### src/rtl/mips_multicycle_core.sv
// rtl/mips_multicycle_core.sv - multicycle MIPS core with one shared instruction/data memory port
// Ports:
//   clk        : clock, rising edge
//   reset      : synchronous active-high reset
//   mem_req    : memory transfer request
//   mem_we     : 1 = write, 0 = read (meaningful only with mem_req)
//   mem_addr   : word-aligned byte address
//   mem_wdata  : store data
//   mem_rdata  : read data, valid with mem_ready
//   mem_ready  : transfer completes on an edge with mem_req & mem_ready
//   pc         : current program counter
//   halted     : core stopped on an illegal opcode or funct
//   retire     : one-cycle pulse on the last cycle of each instruction
module mips_multicycle_core #(
   parameter logic [31:0] RESET_PC     = 32'h0000_0000,
   parameter bit          ZEXT_LOGICAL = 1'b1,
   parameter int          NUM_REGS     = 32
) (
   input  logic        clk,
   input  logic        reset,
   output logic        mem_req,
   output logic        mem_we,
   output logic [31:0] mem_addr,
   output logic [31:0] mem_wdata,
   input  logic [31:0] mem_rdata,
   input  logic        mem_ready,
   output logic [31:0] pc,
   output logic        halted,
   output logic        retire
);

   localparam logic [3:0] S_FETCH  = 4'd0;
   localparam logic [3:0] S_DECODE = 4'd1;
   localparam logic [3:0] S_MEMADR = 4'd2;
   localparam logic [3:0] S_MEMRD  = 4'd3;
   localparam logic [3:0] S_MEMWB  = 4'd4;
   localparam logic [3:0] S_MEMWR  = 4'd5;
   localparam logic [3:0] S_RTEXEC = 4'd6;
   localparam logic [3:0] S_ALUWB  = 4'd7;
   localparam logic [3:0] S_IEXEC  = 4'd8;
   localparam logic [3:0] S_IWB    = 4'd9;
   localparam logic [3:0] S_BRANCH = 4'd10;
   localparam logic [3:0] S_JUMP   = 4'd11;
   localparam logic [3:0] S_HALT   = 4'd12;

   localparam logic [5:0] OP_RTYPE = 6'h00;
   localparam logic [5:0] OP_J     = 6'h02;
   localparam logic [5:0] OP_BEQ   = 6'h04;
   localparam logic [5:0] OP_BNE   = 6'h05;
   localparam logic [5:0] OP_ADDI  = 6'h08;
   localparam logic [5:0] OP_SLTI  = 6'h0A;
   localparam logic [5:0] OP_ANDI  = 6'h0C;
   localparam logic [5:0] OP_ORI   = 6'h0D;
   localparam logic [5:0] OP_LW    = 6'h23;
   localparam logic [5:0] OP_SW    = 6'h2B;

   localparam logic [5:0] F_ADD = 6'h20;
   localparam logic [5:0] F_SUB = 6'h22;
   localparam logic [5:0] F_AND = 6'h24;
   localparam logic [5:0] F_OR  = 6'h25;
   localparam logic [5:0] F_SLT = 6'h2A;

   logic [3:0]  state;
   logic [31:0] ir;
   logic [31:0] a;
   logic [31:0] b;
   logic [31:0] alu_out;
   logic [31:0] mdr;
   logic [31:0] rf [0:31];

   logic [5:0]  opcode;
   logic [5:0]  funct;
   logic [4:0]  rs;
   logic [4:0]  rt;
   logic [4:0]  rd;
   logic [15:0] imm;
   logic [31:0] imm_sext;
   logic [31:0] imm_lext;
   logic [31:0] rs_val;
   logic [31:0] rt_val;
   logic [31:0] diff;
   logic [31:0] r_result;
   logic        r_valid;
   logic [31:0] i_result;
   logic [3:0]  dispatch;
   logic        take_branch;
   logic        rf_we;
   logic [4:0]  rf_waddr;
   logic [31:0] rf_wdata;

   assign opcode = ir[31:26];
   assign rs     = ir[25:21];
   assign rt     = ir[20:16];
   assign rd     = ir[15:11];
   assign imm    = ir[15:0];
   assign funct  = ir[5:0];

   assign imm_sext = {{16{imm[15]}}, imm};
   assign imm_lext = ZEXT_LOGICAL ? {16'h0000, imm} : imm_sext;

   // $0 and indices beyond the implemented file read as zero and ignore writes
   function automatic logic reg_ok(input logic [4:0] idx);
      return (idx != 5'd0) && (int'(idx) < NUM_REGS);
   endfunction

   assign rs_val = reg_ok(rs) ? rf[rs] : 32'h0;
   assign rt_val = reg_ok(rt) ? rf[rt] : 32'h0;

   // Shared subtractor: R-type sub and the branch comparison
   assign diff = a - b;

   always_comb begin
      r_result = 32'h0;
      r_valid  = 1'b1;
      case (funct)
         F_ADD:   r_result = a + b;
         F_SUB:   r_result = diff;
         F_AND:   r_result = a & b;
         F_OR:    r_result = a | b;
         F_SLT:   r_result = ($signed(a) < $signed(b)) ? 32'd1 : 32'd0;
         default: r_valid  = 1'b0;
      endcase
   end

   always_comb begin
      i_result = 32'h0;
      case (opcode)
         OP_ADDI: i_result = a + imm_sext;
         OP_ANDI: i_result = a & imm_lext;
         OP_ORI:  i_result = a | imm_lext;
         OP_SLTI: i_result = ($signed(a) < $signed(imm_sext)) ? 32'd1 : 32'd0;
         default: i_result = 32'h0;
      endcase
   end

   always_comb begin
      dispatch = S_HALT;
      case (opcode)
         OP_LW, OP_SW:                     dispatch = S_MEMADR;
         OP_RTYPE:                         dispatch = S_RTEXEC;
         OP_ADDI, OP_ANDI, OP_ORI, OP_SLTI: dispatch = S_IEXEC;
         OP_BEQ, OP_BNE:                   dispatch = S_BRANCH;
         OP_J:                             dispatch = S_JUMP;
         default:                          dispatch = S_HALT;
      endcase
   end

   // BRANCH is only reachable for beq/bne, so anything not beq is bne
   assign take_branch = (opcode == OP_BEQ) ? (diff == 32'h0) : (diff != 32'h0);

   always_comb begin
      rf_we    = 1'b0;
      rf_waddr = rt;
      rf_wdata = alu_out;
      case (state)
         S_MEMWB: begin
            rf_we    = 1'b1;
            rf_wdata = mdr;
         end
         S_ALUWB: begin
            rf_we    = 1'b1;
            rf_waddr = rd;
         end
         S_IWB:   rf_we = 1'b1;
         default: rf_we = 1'b0;
      endcase
   end

   always_ff @(posedge clk) begin
      if (reset) begin
         for (int i = 0; i < 32; i++) begin
            rf[i] <= 32'h0;
         end
      end else if (rf_we && reg_ok(rf_waddr)) begin
         rf[rf_waddr] <= rf_wdata;
      end
   end

   // Request fields come straight from state and registers that do not change
   // while the FSM waits, so they stay stable until the completing edge.
   always_comb begin
      mem_req  = 1'b0;
      mem_we   = 1'b0;
      mem_addr = {pc[31:2], 2'b00};
      case (state)
         S_FETCH: mem_req = 1'b1;
         S_MEMRD: begin
            mem_req  = 1'b1;
            mem_addr = {alu_out[31:2], 2'b00};
         end
         S_MEMWR: begin
            mem_req  = 1'b1;
            mem_we   = 1'b1;
            mem_addr = {alu_out[31:2], 2'b00};
         end
         default: mem_req = 1'b0;
      endcase
      if (reset) begin
         mem_req = 1'b0;
         mem_we  = 1'b0;
      end
   end

   assign mem_wdata = b;

   always_comb begin
      retire = 1'b0;
      case (state)
         S_MEMWB, S_ALUWB, S_IWB, S_BRANCH, S_JUMP: retire = 1'b1;
         S_MEMWR: retire = mem_ready;
         default: retire = 1'b0;
      endcase
      if (reset) begin
         retire = 1'b0;
      end
   end

   assign halted = (state == S_HALT);

   always_ff @(posedge clk) begin
      if (reset) begin
         state   <= S_FETCH;
         pc      <= RESET_PC;
         ir      <= 32'h0;
         a       <= 32'h0;
         b       <= 32'h0;
         alu_out <= 32'h0;
         mdr     <= 32'h0;
      end else begin
         case (state)
            S_FETCH: begin
               if (mem_ready) begin
                  ir    <= mem_rdata;
                  pc    <= pc + 32'd4;
                  state <= S_DECODE;
               end
            end
            S_DECODE: begin
               a       <= rs_val;
               b       <= rt_val;
               // Branch target computed speculatively from the incremented pc
               alu_out <= pc + {imm_sext[29:0], 2'b00};
               state   <= dispatch;
            end
            S_MEMADR: begin
               alu_out <= a + imm_sext;
               state   <= (opcode == OP_LW) ? S_MEMRD : S_MEMWR;
            end
            S_MEMRD: begin
               if (mem_ready) begin
                  mdr   <= mem_rdata;
                  state <= S_MEMWB;
               end
            end
            S_MEMWB: state <= S_FETCH;
            S_MEMWR: begin
               if (mem_ready) begin
                  state <= S_FETCH;
               end
            end
            S_RTEXEC: begin
               if (r_valid) begin
                  alu_out <= r_result;
                  state   <= S_ALUWB;
               end else begin
                  state <= S_HALT;
               end
            end
            S_ALUWB: state <= S_FETCH;
            S_IEXEC: begin
               alu_out <= i_result;
               state   <= S_IWB;
            end
            S_IWB: state <= S_FETCH;
            S_BRANCH: begin
               if (take_branch) begin
                  pc <= alu_out;
               end
               state <= S_FETCH;
            end
            S_JUMP: begin
               pc    <= {pc[31:28], ir[25:0], 2'b00};
               state <= S_FETCH;
            end
            S_HALT:  state <= S_HALT;
            default: state <= S_HALT;
         endcase
      end
   end

endmodule

### config.mk
export PLATFORM = sky130hd
export DESIGN_NAME = mips_multicycle_core
export DESIGN_NICKNAME = d
export VERILOG_FILES = /design/src/rtl/mips_multicycle_core.sv
export SDC_FILE = /design/constraint.sdc
export NUM_CORES = 2
export LEC_CHECK = 0
export BUFFER_PORTS_ARGS = -buffer_cell sky130_fd_sc_hd__buf_2
export CELL_PAD_IN_SITES_DETAIL_PLACEMENT = 2
export CELL_PAD_IN_SITES_GLOBAL_PLACEMENT = 2
export CORE_UTILIZATION = 29
export CTS_CLUSTER_DIAMETER = 100
export DETAILED_ROUTE_END_ITERATION = 8
export GPL_TIMING_DRIVEN = 0
export PLACE_DENSITY_LB_ADDON = 0.1
export SLEW_MARGIN = 5
export SYNTH_ARGS = -nofsm -noshare
export SYNTH_HDL_FRONTEND = slang
export SYNTH_SLANG_ARGS = --single-unit
### constraint.sdc
create_clock -name clk -period 4.44 [get_ports clk]
set_input_delay 0.444 -clock clk [delete_from_list [all_inputs] [get_ports clk]]
set_output_delay 0.444 -clock clk [all_outputs]
set_load 0.01 [all_outputs]
==> metrics.cfg <==
[global_routing]
gr-total-overflow=0
grt_usage_pct=31.1
antenna_found_initial=22
grt_pass1_wl_mm=512
grt_pass1_vias=58741
grt_max_degree=33

[route]
first_iter_violations=5745
drt-vias-per-instance=5.85
postRouteWirelength_mm=383
drc=0
ant_nets=0
firstDrtPassIters=7
route.detailed.wl_per_inst_um=40.0
dr_total_vias=55946

[worst_setup_path]
cp.arrival_ps=5600
reg2reg_depth=18
cp_data_required_time_ps=5120
crit_fanout=6
rrSetupSlack_ps=-480
end_kind=flip-flop
r2r-end=pc[2]
r2r_start=a[3]
path_class=reg2reg
start_kind=flip-flop

[cts]
clk_pin_slew_worst_paths_ps=60
cts.sinks=1230
insertion_delay_ps=850
numCtsBuffers=156
cts_root_buf=clkbuf_16
cts_tree=built
cts_buffer_depth=3
htreeDepth=4

[min_path]
holdPathStages=4
worstHoldStart=mem_ready
min_path_type=in2reg
whs_endpoint=state[3]

[logic_synthesis]
ys_types=84
synth_top_cell_area_share_pct=43.8
avgSynthCellArea_um2=12.2
yosys_warnings=0
netlist_top_cells_area=edfxtp_1 (44%), mux4_2 (21%), nor2_1 (7.0%)
synth_edf_count=1024
netlist_area_um2=70200
ys.flop_type=edfxtp_1
syn_inst=5753
ys_async_sr_fraction_pct=0
ys_ff_latch=1230
synth_area_leader_cell=edfxtp_1
yosysSeqAreaShare_pct=49.7

[timing]
tns_ps=-12820
setup_viol=34
tightest_slew_ps=1510
hold_violations=0
finClkSkew_ps=58.4
rsz0062_at_grt=yes
slew_viol_final=10
fmax_mhz=203
setup_slack_ps=-481
worst_slew_margin_rel_pct=-0.402
fin_crit_sh_pct=111
period_needed_ps=4920

[final_layout]
filler_cell_count=25082
nets=6494
drive_gt1_share_pct=24.9
final_area_um2=83900
multi_input_area_um2=34900
seqCellArea_um2=35000
area_delta_synth_final_pct=19.6

[place]
dp_worst_setup_slack_ps=-2530
io_buffers=131
place.gp.congestion=0.941
dp_hpwl_mm=280
dpl_cell_area_um2=75500

[die]
start_util_pct=29.2
row_count=180
die-area_um2=244000
ios=135
die-width_um=494
die_y_um=494
fp.coreArea_um2=241000

[run]
max_cap_viol_count=1

[status]
violations=capacitance limit, slew limit, setup timing
status=finished, violations left

[power_and_ir_drop]
power_density_nw_per_um2=583
vdd_drop_max_v=0.000339
power.leakage_nw=27.7

[area by class of cell]
cell class                 instances  area share (%)
tap                             3185            4.75
clock buffer                     216            5.12
multi-input combinational       3920            41.6
inverter                         145           0.684
buffer                           501            2.71
timing repair buffer             290            2.84
clock inverter                    58           0.547
antenna                           14          0.0417
sequential                      1230            41.7
[metal layers]
layer / global-route usage [%] / share of wire, %
met4: 16.2 / 5.8
met1: 38.7 / 40
met3: 5.40 / 6.2
met5: 0 / 0.013
met2: 51.7 / 48
[how the worst max path moves through the flow]
stage,slack [ps],endpoint,from,cells after the start
floorplan,3,pc[18],a[0],17
global placement,-3940,rf[8][11],ir[15],8
detailed placement,-2530,pc[19],a[7],16
CTS,-330,pc[2],a[0],19
global route,-590,pc[2],a[11],18
finish,-480,pc[2],a[3],18
[placed cells by master (no fill, tap or decap), types with 27 or more instances in the layout]
| cell type | instances |
|---|---|
| a21o_1 | 36 |
| a21oi_1 | 322 |
| buf_12 | 27 |
| buf_2 | 164 |
| buf_4 | 92 |
| clkbuf_1 | 387 |
| clkbuf_16 | 161 |
| clkbuf_2 | 70 |
| clkinv_1 | 28 |
| conb_1 | 34 |
| dfxtp_1 | 151 |
| dfxtp_4 | 32 |
| dlygate4sd3_1 | 32 |
| edfxtp_1 | 1024 |
| ha_1 | 201 |
| inv_1 | 128 |
| mux2_2 | 32 |
| mux2i_1 | 99 |
| mux4_2 | 640 |
| nand2_1 | 274 |
| nand2b_1 | 33 |
| nand3_1 | 42 |
| nor2_1 | 1300 |
| nor3_1 | 47 |
| o21ai_0 | 125 |
| o21bai_1 | 31 |
| xnor2_1 | 64 |
| xor2_1 | 27 |
[cells in the mapped netlist, types with 12 or more instances]
cell type,number
a21oi_1,340
nor2_1,1305
nand2_1,318
a211oi_1,35
or3_1,15
xor2_1,28
dfxtp_1,206
clkbuf_1,414
ha_1,211
nor3_1,56
o31ai_1,26
nand2b_1,35
a21o_1,38
a31oi_1,24
xnor2_1,72
mux2i_1,108
o21ai_0,134
nand3_1,44
buf_1,72
a22oi_1,16
nor4_1,23
mux4_2,640
or4_1,12
o21bai_1,32
nand4_1,14
mux2_2,32
o22ai_1,23
and3_1,18
inv_1,141
a221oi_1,29
edfxtp_1,1024
nor2b_1,26
a2111oi_0,12
[critical path, stage by stage (launching register included)]
cell and delay [ps]:
dfxtp_2 440, inv_1 140, ha_4 380, nor2_4 70, buf_12 130, a211oi_4 300
nand2_1 120, xnor2_1 210, nor3_2 310, nand4b_1 140, or4_4 460, or4_4 570
o41a_4 480, buf_6 160, a211oi_4 210, buf_6 160, buf_8 140, mux2i_1 190
a21oi_1 70
[per-stage QoR]
step / std cells / utilization [%] / hold slack (ps) / power (mW)
floorplan: 5786 / - / 436 / 24.6
CTS: 9527 / 34.7 / 164 / 48.4
global route: 9548 / 34.9 / 243 / 50.2
finish: 9559 / 34.9 / 236 / 48.9
global placement: 9102 / 31.2 / 442 / 33.4
detailed placement: 9115 / 31.4 / 455 / 33.6
[where the power goes]
group          leakage [nW]  switching, mW  total (mW)  internal, mW
Combinational          13.2           14.4        22.1          7.66
Sequential             12.3           1.23        14.4          13.2
Clock                  2.31           5.50        12.4          6.92
[logic make-up (layout without fill, tap and decap cells)]
group | count (synthesis) | count (layout) | synth area share, %
AND/OR/NAND/NOR | 1915 | 1928 | 11.2
flip-flops | 1230 | 1230 | 49.7
AO/OA/AOI/OAI | 863 | 863 | 7.85
multiplexers | 780 | 780 | 22.6
buffers and inverters | 649 | 1210 | 3.54
adder cells (fa/ha/maj) | 215 | 215 | 3.87
XOR/XNOR | 100 | 100 | 1.25
other | 1 | 48 | 0.00534
[registers in the layout (all words and copies together), names as in the netlist, named ones only]
register	cells
a	32
alu_out	32
ir	32
mdr	32
mem_wdata	32
pc	32
rf	1024
state	4
[what timing repair did]
item,CTS,global route
buffers inserted,91,18
resized for setup,453,67
gates cloned,17,1
endpoints found under the setup margin,2021,236
hold buffers,32,0
endpoints found under the hold margin,64,0
pin swaps,85,17
(Power assumes the default switching activity.)
